File: src/rtl/rf_writeback_queue_if.sv
// Bundle of the write-back push port, RF write port and bypass lookup port
// of rf_writeback_queue. The slave modport is the queue side.
interface rf_writeback_queue_if #(
    parameter int unsigned DEPTH  = 4,
    parameter int unsigned ADDR_W = 5,
    parameter int unsigned DATA_W = 32
);
    localparam int unsigned CntW = $clog2(DEPTH + 1);

    logic              wb_valid;
    logic              wb_ready;
    logic [ADDR_W-1:0] wb_addr;
    logic [DATA_W-1:0] wb_data;
    logic              wr_hold;
    logic              reg_write;
    logic [ADDR_W-1:0] dst_addr;
    logic [DATA_W-1:0] dst_data;
    logic [ADDR_W-1:0] lookup_addr;
    logic              lookup_hit;
    logic [DATA_W-1:0] lookup_data;
    logic [CntW-1:0]   pending;

    modport master (
        output wb_valid, wb_addr, wb_data, wr_hold, lookup_addr,
        input  wb_ready, reg_write, dst_addr, dst_data, lookup_hit, lookup_data, pending
    );

    modport slave (
        input  wb_valid, wb_addr, wb_data, wr_hold, lookup_addr,
        output wb_ready, reg_write, dst_addr, dst_data, lookup_hit, lookup_data, pending
    );
endinterface

File: src/rtl/rf_writeback_queue.sv
// Register-file write-back queue: in-order FIFO drained one write per cycle into a
// registered RF write port, with a combinational youngest-value bypass lookup.
module rf_writeback_queue #(
    parameter int unsigned DEPTH  = 4,
    parameter int unsigned ADDR_W = 5,
    parameter int unsigned DATA_W = 32
) (
    input logic                clk,
    input logic                rst_n,
    rf_writeback_queue_if.slave bus
);
    localparam int unsigned PtrW = (DEPTH > 1) ? $clog2(DEPTH) : 1;
    localparam int unsigned CntW = $clog2(DEPTH + 1);

    typedef enum logic [0:0] {StIdle, StDrain} state_e;

    state_e            state_d;
    logic [CntW-1:0]   count_q, count_d;
    logic [PtrW-1:0]   rd_ptr_q, wr_ptr_q;
    logic              reg_write_q;
    logic [ADDR_W-1:0] dst_addr_q;
    logic [DATA_W-1:0] dst_data_q;
    logic [ADDR_W-1:0] addr_mem_q [DEPTH];
    logic [DATA_W-1:0] data_mem_q [DEPTH];

    logic wb_ready;
    logic push;
    logic pop;

    // Readiness comes only from the registered count, so a same-cycle pop never frees a slot.
    assign wb_ready = (count_q < CntW'(DEPTH));
    assign push     = bus.wb_valid && wb_ready && (bus.wb_addr != '0);
    assign state_d  = ((count_q != '0) && !bus.wr_hold) ? StDrain : StIdle;
    assign pop      = (state_d == StDrain);

    always_comb begin
        count_d = count_q;
        unique case ({push, pop})
            2'b10:   count_d = count_q + CntW'(1);
            2'b01:   count_d = count_q - CntW'(1);
            default: count_d = count_q;
        endcase
    end

    always_ff @(posedge clk) begin
        if (!rst_n) begin
            count_q     <= '0;
            rd_ptr_q    <= '0;
            wr_ptr_q    <= '0;
            reg_write_q <= 1'b0;
            dst_addr_q  <= '0;
            dst_data_q  <= '0;
        end else begin
            count_q <= count_d;
            if (push) begin
                wr_ptr_q <= wr_ptr_q + PtrW'(1);
            end
            unique case (state_d)
                StDrain: begin
                    rd_ptr_q    <= rd_ptr_q + PtrW'(1);
                    reg_write_q <= 1'b1;
                    dst_addr_q  <= addr_mem_q[rd_ptr_q];
                    dst_data_q  <= data_mem_q[rd_ptr_q];
                end
                default: reg_write_q <= 1'b0;
            endcase
        end
    end

    // Storage needs no reset: entries beyond count_q are never observed.
    always_ff @(posedge clk) begin
        if (push) begin
            addr_mem_q[wr_ptr_q] <= bus.wb_addr;
            data_mem_q[wr_ptr_q] <= bus.wb_data;
        end
    end

    logic              hit;
    logic [DATA_W-1:0] hit_data;
    logic [PtrW-1:0]   idx;

    // Walk oldest to youngest so later matches override earlier ones.
    always_comb begin
        hit      = 1'b0;
        hit_data = '0;
        idx      = '0;
        if (bus.lookup_addr != '0) begin
            if (reg_write_q && (dst_addr_q == bus.lookup_addr)) begin
                hit      = 1'b1;
                hit_data = dst_data_q;
            end
            for (int unsigned i = 0; i < DEPTH; i++) begin
                idx = rd_ptr_q + PtrW'(i);
                if ((CntW'(i) < count_q) && (addr_mem_q[idx] == bus.lookup_addr)) begin
                    hit      = 1'b1;
                    hit_data = data_mem_q[idx];
                end
            end
        end
    end

    assign bus.wb_ready    = wb_ready;
    assign bus.reg_write   = reg_write_q;
    assign bus.dst_addr    = dst_addr_q;
    assign bus.dst_data    = dst_data_q;
    assign bus.lookup_hit  = hit;
    assign bus.lookup_data = hit_data;
    assign bus.pending     = count_q;
endmodule
File: src/flat_wrapper.sv
// flat-port wrapper written by rule: the top's interface ports become plain ports
module rf_writeback_queue_flat 
#(
    parameter int unsigned DEPTH  = 4,
    parameter int unsigned ADDR_W = 5,
    parameter int unsigned DATA_W = 32
)
  (clk, rst_n, bus_wb_valid, bus_wb_addr, bus_wb_data, bus_wr_hold, bus_lookup_addr, bus_wb_ready, bus_reg_write, bus_dst_addr, bus_dst_data, bus_lookup_hit, bus_lookup_data, bus_pending);
  rf_writeback_queue_if #(.DEPTH(DEPTH), .ADDR_W(ADDR_W), .DATA_W(DATA_W)) bus_i ();
  input logic clk;
  input logic rst_n;
  input wire logic [$bits(bus_i.wb_valid)-1:0] bus_wb_valid;
  input wire logic [$bits(bus_i.wb_addr)-1:0] bus_wb_addr;
  input wire logic [$bits(bus_i.wb_data)-1:0] bus_wb_data;
  input wire logic [$bits(bus_i.wr_hold)-1:0] bus_wr_hold;
  input wire logic [$bits(bus_i.lookup_addr)-1:0] bus_lookup_addr;
  output wire logic [$bits(bus_i.wb_ready)-1:0] bus_wb_ready;
  output wire logic [$bits(bus_i.reg_write)-1:0] bus_reg_write;
  output wire logic [$bits(bus_i.dst_addr)-1:0] bus_dst_addr;
  output wire logic [$bits(bus_i.dst_data)-1:0] bus_dst_data;
  output wire logic [$bits(bus_i.lookup_hit)-1:0] bus_lookup_hit;
  output wire logic [$bits(bus_i.lookup_data)-1:0] bus_lookup_data;
  output wire logic [$bits(bus_i.pending)-1:0] bus_pending;
  assign bus_i.wb_valid = bus_wb_valid;
  assign bus_i.wb_addr = bus_wb_addr;
  assign bus_i.wb_data = bus_wb_data;
  assign bus_i.wr_hold = bus_wr_hold;
  assign bus_i.lookup_addr = bus_lookup_addr;
  assign bus_wb_ready = bus_i.wb_ready;
  assign bus_reg_write = bus_i.reg_write;
  assign bus_dst_addr = bus_i.dst_addr;
  assign bus_dst_data = bus_i.dst_data;
  assign bus_lookup_hit = bus_i.lookup_hit;
  assign bus_lookup_data = bus_i.lookup_data;
  assign bus_pending = bus_i.pending;
  rf_writeback_queue #(.DEPTH(DEPTH), .ADDR_W(ADDR_W), .DATA_W(DATA_W)) u_core (.clk(clk), .rst_n(rst_n), .bus(bus_i));
endmodule
File: config.mk
export PLATFORM = sky130hd
export DESIGN_NAME = rf_writeback_queue_flat
export DESIGN_NICKNAME = d
export VERILOG_FILES = /design/src/rtl/rf_writeback_queue_if.sv /design/src/rtl/rf_writeback_queue.sv /design/src/flat_wrapper.sv
export SDC_FILE = /design/constraint.sdc
export NUM_CORES = 1
export LEC_CHECK = 0
export BUFFER_PORTS_ARGS = -buffer_cell sky130_fd_sc_hd__buf_2
export CELL_PAD_IN_SITES_DETAIL_PLACEMENT = 0
export CELL_PAD_IN_SITES_GLOBAL_PLACEMENT = 2
export CORE_AREA = 3 3 178 180
export DETAILED_ROUTE_END_ITERATION = 6
export DIE_AREA = 0 0 181 183
export PLACE_DENSITY_LB_ADDON = 0.1
export REMOVE_ABC_BUFFERS = 1
export SLEW_MARGIN = 20
export SYNTH_ARGS = -nofsm -noshare
export SYNTH_HDL_FRONTEND = slang
export SYNTH_SLANG_ARGS = --single-unit
export TNS_END_PERCENT = 100
File: constraint.sdc
create_clock -name clk -period 4.6 [get_ports clk]
set_clock_uncertainty 0.05 [all_clocks]
set_input_delay 0.69 -clock clk [delete_from_list [all_inputs] [get_ports clk]]
set_output_delay 0.69 -clock clk [all_outputs]
set_load 0.02 [all_outputs]
---- After elaboration in Yosys (flattened, before gate mapping) ----
Memory sizes are Yosys's and may differ from the RTL's. A register that Yosys moved wholly into a read port is not among the register bits.
Index checks and enable logic that the tools add are counted.
word-level totals
  register bits after elaboration ......... 45
  bits in writable memories ............... 148
  memories kept ........................... 2
cells by class
  add/sub/neg operators ................... 6
  magnitude comparators ................... 5
  equality and inequality tests ........... 7
  multiplexer cells ....................... 21
  reduce and logical (&&, ||, !) cells .... 13
memories
  name               words  bits a word  rd ports  clocked after memory_dff  write ports  RTL line                  RTL
  u_core.data_mem_q  4      32           4         1                         1            rf_writeback_queue.sv:24  logic [DATA_W-1:0] data_mem_q [DEPTH];
  u_core.addr_mem_q  4      5            4         1                         1            rf_writeback_queue.sv:23  logic [ADDR_W-1:0] addr_mem_q [DEPTH];
operators with widths
  kind                                                 number
  two-way mux 32 bit                                   6
  equality test 5 bit                                  5
  two-way mux 1 bit                                    10
  nonzero test 5 bit                                   2
  logical AND 1 bit                                    8
  two-way mux 2 bit                                    4
  < comparator 1 x 3 -> 1 bit, first input constant    2
  < comparator 2 x 3 -> 1 bit, first input constant    2
  case mux 3 bit (2 select lines)                      1
  adder 2 x 1 -> 2 bit, second input constant          2
  adder 2 bit, second input constant                   2
  adder 3 x 1 -> 3 bit, second input constant          1
  < comparator 3 bit, second input constant            1
  nonzero test 3 bit                                   1
  subtractor 3 x 1 -> 3 bit, second input constant     1
  equality test 2 x 1 -> 1 bit, second input constant  1
  equality test 2 bit, second input constant           1
  nonzero test 2 bit                                   1
  logical NOT 1 bit                                    1

---- Logic depth before layout (Yosys ltp) ----
Gate-level depths: netlist of run 1.
  word-level depth ........................ 8
  depth in mapped cells ................... 10
  mapped depth without buffers ............ 8

---- Least setup slack after synthesis of run 1 ----
No wires, ideal clock.
  path kind ............................... input-to-output
  from .................................... input bus_lookup_addr[2]
  to ...................................... output bus_lookup_data[10]
  arrival time ............................ 2.575 ns
  data required time ...................... 3.860 ns
  setup slack ............................. 1.285 ns
  stages .................................. 8
  cell sequence ........................... buf_2 xnor2_1 or3b_2 clkbuf_1 a21oi_2 clkbuf_1 o311ai_1 a21oi_1
on the way
  cells in the longest elaborated chain, start to end .. 8
ends and longest elaborated chain
  element                          RTL line                  RTL
  from (decl)                      flat_wrapper.sv:16        input wire logic [$bits(bus_i.lookup_addr)-1:0] bus_lookup_addr;
  equality test 5 bit              rf_writeback_queue.sv:88  if (reg_write_q && (dst_addr_q == bus.lookup_addr)) begin
  logical AND 1 bit                rf_writeback_queue.sv:88
  two-way mux 32 bit               rf_writeback_queue.sv:88
  two-way mux 32 bit (4 in a row)  rf_writeback_queue.sv:94  if ((CntW'(i) < count_q) && (addr_mem_q[idx] == bus.lookup_addr)) begin
  two-way mux 32 bit *             rf_writeback_queue.sv:87  if (bus.lookup_addr != '0) begin
  to (decl)                        flat_wrapper.sv:22        output wire logic [$bits(bus_i.lookup_data)-1:0] bus_lookup_data;
Every way passes the cells marked *; elsewhere a longest branch is shown, timed or not.

---- Worst setup path in the final report of run 1 ----
  from .................................... register u_core.rd_ptr_q[0]
  to ...................................... output bus_lookup_data[9]
on the way
  cells in the longest elaborated chain, start to end .. 8
ends and longest elaborated chain
  element                          RTL line                  RTL
  from (decl)                      rf_writeback_queue.sv:19  logic [PtrW-1:0] rd_ptr_q, wr_ptr_q;
  from (signal assigned)           rf_writeback_queue.sv:60  rd_ptr_q <= rd_ptr_q + PtrW'(1);
  adder 2 x 1 -> 2 bit             rf_writeback_queue.sv:93  idx = rd_ptr_q + PtrW'(i);
  memory (4 x 5 bit)               -
  equality test 5 bit              rf_writeback_queue.sv:94
  logical AND 1 bit                rf_writeback_queue.sv:94
  two-way mux 32 bit (2 in a row)  rf_writeback_queue.sv:94
  two-way mux 32 bit *             rf_writeback_queue.sv:94
  two-way mux 32 bit *             rf_writeback_queue.sv:87
Marked as above.

==> impl_results.md, run 1 <==
* Status: finished, final reports clean
* Asr flop ratio synth at 0%
* Post-CTS Resized at 0
* H-tree depth at 4
* Largest cells by area after synthesis: edfxtp_1 (37%), mux4_2 (27%), dfxtp_1 (7.8%)
* Data required time of the worst path at 3.86 ns
* Worst VDD drop at 0.271 mV
* Clock latency at the later pin of the worst-skew pair at 0.45 ns
* Crit path launch type: flop
* Max-slew violation count at 0
* Min Hold Slack at 0.403 ns
* Tmin final at 4.36 ns
* Cells after Synth at 905
* Critical Path End Type: primary output
* Seq/Total Area, Yosys at 44.6%
* Power Density at 488 nW/um2
* Root buf cell: clkbuf_16
* First-pass GRT wire length at 54000 um
* Most frequent cell after synthesis: edfxtp_1
* HPWL Detailed at 21800 um
* Syn_area_per_cell at 13.3 um2
* Chip Height at 183 um
* Die ar. at 33100 um2
* Final RePlAce weighted congestion at 0.740
* Setup bufs post-CTS at 0
* TritonCTS clock tree: done
* Top FF cell, synth: edfxtp_1
* Largest net degree at the start of global routing at 59
* Synth cell types at 42
* Unrepaired setup endpoints after global routing: no
* Final wirelength at 35800 um
* Grt total ovfl at 0
* Fmax at 230 MHz
* Hold crit path type: in2reg
* Least-Margin Pin Slew at 1.10 ns
* Worst Setup Path Type: reg2out
* Cell area after synthesis at 12100 um2
* Die extent in x at 181 um
* Leak at 4.53 nW
* Mux contribution to synthesized area at 28.4%
* Starting Density at 39.8%
* Drt wl/cell at 25.7 um
* Final Hold Vio Count at 0
* # clock sinks at 195
* EDFF count, synth at 148
* Critical Path AT at 3.62 ns
* 1st-pass router iterations at 5
* Top post-synthesis cells by count: edfxtp_1 (148), mux4_2 (142), nand2_1 (78), a21oi_1 (68), clkbuf_1 (52)
* Detailed-route via count at 8577
* Share of layout cells above drive strength 1 at 34.1%
* Final setup TNS at 0 ns
* Net count reported at finish at 1036
* Std cell rows at 64
* Vias per cell at 6.17
* Initial DRC count at 634
* Slew margin rel. at 26.6%
* Area growth, synth to finish at 12.8%
* Vias in the first global route at 8777
* Hold-fix buffers, CTS at 0
* Post-Synth Simple-Gate Area at 7.38%
* Setup slack, reg-to-reg at 2.13 ns
* Synth warn at 0
* Gr usage total at 21.6%
* Clock Pin Slew Worst Setup and Hold Paths at 0.07 ns
* Final setup fails at 0
* Flops & latches, synth at 195
* Max clock buf depth at 2
* Core box area at 30300 um2
* Compound-cell area share of the yosys netlist at 11.8%
* Top cell type's share of synthesized area at 36.8%
* Fill count at 2776
* Post-Synth XOR/XNOR Area at 2.47%
* Post-synth top area cell: edfxtp_1
* Max cap viols at 0
* TritonCTS buffer count at 17
* # IOs at 121
* Post-DRT Antenna Nets at 0
* Main combinational cell family by area after synthesis: multiplexers
* Adder-cell share of the synthesized area at 0.933%
* Initial antenna violation count at 1
* Drc violations at 0
* PortBufs at 120
* CP Max Fanout at 24
* Tcrit/Tclk final at 94.7%
## routing by layer
metal  up-vias  wire, um  global-route usage (%)
li1       3811         -                       -
met4         0       511                    5.70
met3        27      2010                    3.85
met2       306     18100                    37.0
met1      4433     15100                    28.6
met5         -         0                       0
## where the power goes
part           switching, mW  internal [mW]
logic                   1.49           1.21
clock network          0.654          0.868
registers              0.255           2.15
## placed cells by master, fill, tap and decap left out, types with 2 or more instances in the layout
cell       Yosys  final
edfxtp_1     148    148
mux4_2       142    142
buf_2         19    120
nand2_1       78     78
a21oi_1       68     66
dfxtp_1       47     43
a21boi_0      38     38
buf_4         10     33
and3_1        32     32
o21ai_0       24     24
mux2i_1       23     23
nand3_1       22     22
a211o_1       21     21
o311ai_1      21     21
xnor2_1       20     20
inv_1         18     18
clkbuf_16      0     17
xor2_1        14     14
nand4_1       13     13
a211oi_1      12     12
a31oi_1       11     11
o221ai_1      11     11
and2_1        13      9
ha_1           9      9
or3_1          5      5
and2_2         0      4
clkbuf_1      52      4
a21o_1         3      3
a21oi_4        1      3
bufinv_16      0      3
clkinv_2       0      3
nor2_1         2      2
nor3_1         2      2
dfxtp_2        0      2
dfxtp_4        0      2
## flip-flops by register name, summed over array words and instances, names as in the netlist, named ones only
signal                count
u_core.data_mem_q       128
u_core.bus.dst_data      32
u_core.addr_mem_q        20
u_core.bus.dst_addr       5
u_core.bus.pending        3
u_core.rd_ptr_q           2
u_core.wr_ptr_q           2
u_core.bus.reg_write      1
## cell families after synthesis
| kind of cell | Yosys count |
|---|---|
| AO/OA/AOI/OAI | 212 |
| flip-flops | 195 |
| AND/OR/NAND/NOR | 175 |
| multiplexers | 165 |
| buffers and inverters | 115 |
| XOR/XNOR | 34 |
| adder cells (fa/ha/maj) | 9 |
## stage by stage
step	instance area (um2)	util, %	total power, mW	setup slack, ns	instances
floorplan	11600	-	4.49	-3.42	808
global route	13600	44.8	7.00	0.0350	1391
global placement	13000	42.9	5.19	0.741	1358
finish	13600	44.8	6.63	0.244	1391
CTS	13600	44.8	6.72	0.260	1390
detailed placement	13000	42.9	5.18	0.734	1358
## area by class of cell
| class | count | area, um2 | share of cell area [%] |
|---|---|---|---|
| Antenna cell | 1 | 2.50 | 0.0184 |
| Clock buffer | 22 | 454 | 3.34 |
| Clock inverter | 10 | 134 | 0.984 |
| Inverter | 18 | 67.6 | 0.497 |
| Multi-Input combinational cell | 595 | 6190 | 45.5 |
| Sequential cell | 195 | 5400 | 39.7 |
| Tap cell | 396 | 495 | 3.64 |
| Timing Repair Buffer | 154 | 868 | 6.38 |
## final timing paths
kind,start,end,cells after the start
worst max-delay path,u_core.rd_ptr_q[0],bus_lookup_data[9],8
worst min register to register,u_core.bus.dst_data[5],u_core.bus.dst_data[5],2
worst min-delay path,bus_wb_data[31],u_core.data_mem_q[0][31],1
worst max register to register,u_core.bus.pending[2],u_core.data_mem_q[1][16],4
## critical path, stage by stage (launching register included)
cell and delay [ns]:
dfxtp_4 0.53, buf_4 0.43, mux2i_1 0.27, xnor2_1 0.17
or3_1 0.17, a21oi_2 0.06, or4_1 0.84, o221ai_1 0.45
buf_2 0.24
Note: power is estimated with default switching activity, not from simulation.
==> run 2, diff against run 1 <==
ABC_AREA = 1   (was unset)
CORE_AREA = 3 3 187 189   (was 3 3 178 180)
DIE_AREA = 0 0 190 192   (was 0 0 181 183)
==> impl_results.md, run 2 <==
* EDFF count, synth at 148 (unchanged)
* Core box area at 33400 um2 (+10%)
* Post-DRT Antenna Nets at 0 (unchanged)
* Chip Height at 192 um (+4.9%)
* CP Max Fanout at 25 (+4.2%)
* Clock share of power at 19.0% (-3.9 points)
* Unrepaired setup endpoints after global routing: no
* Max clock buf depth at 2 (unchanged)
* Syn_area_per_cell at 7.04 um2 (-47%)
* Gr usage total at 24.7% (+3.1 points)
* Cells after Synth at 1744 (+93%)
* Drc violations at 0 (unchanged)
* Root buf cell: clkbuf_16
* Top cell type's share of synthesized area at 36.2% (-0.64 points)
* Initial DRC count at 894 (+41%)
* Std cell rows at 67 (+4.7%)
* Top FF cell, synth: edfxtp_1
* Detailed-route via count at 12000 (+39%)
* Largest net degree at the start of global routing at 55 (-6.8%)
* Hold Path Depth at 1 (unchanged)
* Synth cell types at 32 (-24%)
* Data required time of the worst path at 3.86 ns (about the same)
* Slew margin rel. at 33.5% (+7.0 points)
* Reg power frac at 30.8% (-5.5 points)
* HPWL Detailed at 27700 um (+27%)
* Most frequent cell after synthesis: nand2_1
* Net count reported at finish at 1863 (+80%)
* Met3 usage at 3.41% (-0.43 points)
* Max cap viols at 0 (unchanged)
* Worst Reg-to-Reg Cells at 8 (+4)
* Placed Area at 13300 um2 (+2.5%)
* First-pass GRT wire length at 67700 um (+25%)
* Mux contribution to synthesized area at 0.0815% (-28 points)
* Power Density at 546 nW/um2 (+12%)
* TritonCTS buffer count at 17 (unchanged)
* Post-Synth Simple-Gate Area at 29.0% (+22 points)
* Critical Path End Type: primary output
* Largest cells by area after synthesis: edfxtp_1 (36%), nand2_1 (17%), nor2_1 (7.7%)
* Hold-fix buffers, CTS at 0 (unchanged)
* Worst Setup Path Type: reg2out
* Cell area after synthesis at 12300 um2 (+1.8%)
* Drt wl/cell at 19.8 um (-23%)
* Largest register FFs at 128 (unchanged)
* Hold crit path type: in2reg
* Post-CTS Resized at 0 (unchanged)
* Compound-cell area share of the yosys netlist at 17.1% (+5.2 points)
* Hold Path End: u_core.data_mem_q[3][30]
* Vias per cell at 5.27 (-15%)
* Met2 Use GR at 41.2% (+4.2 points)
* Starting Density at 36.7% (-3.0 points)
* Setup slack, reg-to-reg at 2.10 ns (-0.03 ns)
* Tmin final at 4.16 ns (-0.199 ns)
* GRT Max-Usage Layer: met2
* Synth warn at 0 (unchanged)
* Most common cell after layout, fill and taps aside: nand2_1
* Clock latency at the later pin of the worst-skew pair at 0.45 ns (about the same)
* Internal Power at 3.99 mW (-5.7%)
* Fin area at 13900 um2 (+2.0%)
* Crit path launch type: flop
* Top post-synthesis cells by count: nand2_1 (543), nor2_1 (251), edfxtp_1 (148), a21oi_1 (145), inv_1 (140)
* Most frequent cells in the layout: nand2_1 (542), nor2_1 (245), edfxtp_1 (148), a21oi_1 (145), inv_1 (137)
* Antenna cells at 0 (-1)
* Vias in the first global route at 11300 (+28%)
* Worst VDD drop at 0.309 mV (+14%)
* RR Endpoint: u_core.bus.dst_data[29]
* Status: finished, final reports clean
* PortBufs at 120 (unchanged)
* GRT met1 Usage at 33.7% (+5.1 points)
* Post-synth top area cell: edfxtp_1
* Least-Margin Pin Slew at 0.997 ns (-0.104 ns)
* Top reg by flops: u_core.data_mem_q
* Gate power share at 50.2% (+9.4 points)
* Flops & latches, synth at 195 (unchanged)
* Setup bufs post-CTS at 0 (unchanged)
* Initial antenna violation count at 1 (unchanged)
* Final setup fails at 0 (unchanged)
* Worst Min Path Start: bus_wb_data[30]
* Fmax at 241 MHz (+4.8%)
* # IOs at 121 (unchanged)
* Min Hold Slack at 0.402 ns (-0.000968 ns)
* Sw Share at 47.4% (+11 points)
* Leak at 6.20 nW (+37%)
* Asr flop ratio synth at 0% (unchanged)
* FF-to-FF Start: u_core.bus.pending[0]
* Area growth, synth to finish at 13.1%
* Main combinational cell family by area after synthesis: simple AND/OR/NAND/NOR gates
* Die extent in x at 190 um (+5.0%)
* Final Hold Vio Count at 0 (unchanged)
* Die ar. at 36500 um2 (+10%)
* Max-slew violation count at 0 (unchanged)
* Clock Pin Slew Worst Setup and Hold Paths at 0.07 ns (about the same)
* TritonCTS clock tree: done
* Post-Synth XOR/XNOR Area at 0.357% (-2.1 points)
* Grt total ovfl at 0 (unchanged)
* Final wirelength at 45000 um (+26%)
* # clock sinks at 195 (unchanged)
* Seq/Total Area, Yosys at 43.9% (-0.77 points)
* Share of layout cells above drive strength 1 at 11.8% (-22 points)
* H-tree depth at 4 (unchanged)
* Critical Path AT at 3.42 ns (-0.20 ns)
* Tcrit/Tclk final at 90.4% (-4.3 points)
* Final RePlAce weighted congestion at 0.823 (+11%)
* NetSw at 3.59 mW (+50%)
* 1st-pass router iterations at 5 (unchanged)
* Adder-cell share of the synthesized area at 0.917% (-0.016 points)
-- run 2: cell count changes after synthesis, sizes merged, moves of 37 or more --
cell,change
a21boi,-37
a21oi,+75
inv,+123
mux4,-142
nand2,+469
nand3,+82
nor2,+249
o21ai,+92
-- run 2: logic make-up (layout without fill, tap and decap cells) --
logic type      Yosys count  in the layout
flops                   195            195
buf+inv                 265            341
fa+ha+maj                 9              9
mux                       1              1
simple gates            908            908
xor+xnor                  5              5
compound gates          361            361
-- run 2: worst max-delay path, stage by stage (launching register included) --
cell and delay (ns):
dfxtp_2 0.41, buf_4 0.36, nor2_1 0.23, a21oi_1 0.25
nand2_1 0.09, nand2_1 0.07, nand2_1 0.05, nor2_1 0.31
nand3_1 0.16, buf_4 0.29, nor2_1 0.13, nor2_1 0.05
a21oi_1 0.32, buf_2 0.24
-- run 2: how the worst max path moves through the flow --
stage	slack [ns]	from	cells past startpoint	to
floorplan	-3.47	u_core.rd_ptr_q[0]	8	bus_lookup_data[0]
CTS	0.47	u_core.rd_ptr_q[0]	13	bus_lookup_data[9]
global placement	0.97	u_core.rd_ptr_q[0]	12	bus_lookup_data[9]
finish	0.44	u_core.rd_ptr_q[0]	13	bus_lookup_data[1]
global route	0.18	u_core.rd_ptr_q[0]	17	bus_lookup_data[25]
detailed placement	0.97	u_core.rd_ptr_q[0]	13	bus_lookup_data[9]
-- run 2: layout make-up --
| cell class | instances | area (um2) |
|---|---|---|
| clock buffers | 19 | 433 |
| clock inverters | 12 | 111 |
| fillers | 3521 | 19600 |
| inverters | 145 | 546 |
| multi-input cells | 1284 | 5880 |
| flip-flops and latches | 195 | 5390 |
| well taps | 448 | 561 |
| repair buffers | 165 | 963 |
-- run 2: power by group through the flow --
stage / clock network, mW / logic, mW / registers, mW
floorplan: 0 / 2.18 / 2.58
global placement: 0 / 3.82 / 2.37
detailed placement: 0 / 3.80 / 2.38
CTS: 1.48 / 3.82 / 2.34
global route: 1.54 / 4.25 / 2.37
finish: 1.44 / 3.81 / 2.34
-- run 2: stage by stage --
step / setup slack [ns] / power [mW] / instances / utilization [%] / setup TNS (ns)
3_3_place_gp: 0.967 / 6.19 / 2237 / 39.9 / 0
5_1_grt: 0.178 / 8.16 / 2268 / 41.5 / 0
3_5_place_dp: 0.971 / 6.18 / 2237 / 39.9 / 0
4_1_cts: 0.469 / 7.64 / 2268 / 41.5 / 0
6_report: 0.443 / 7.58 / 2268 / 41.5 / 0
2_1_floorplan: -3.47 / 4.77 / 1624 / - / -114.28
-- run 2: routing by layer --
metal | vias up | wire [um]
met1 | 5653 | 20700
met5 | - | 10
met4 | 2 | 807
met2 | 358 | 21000
met3 | 55 | 2460
li1 | 5886 | -
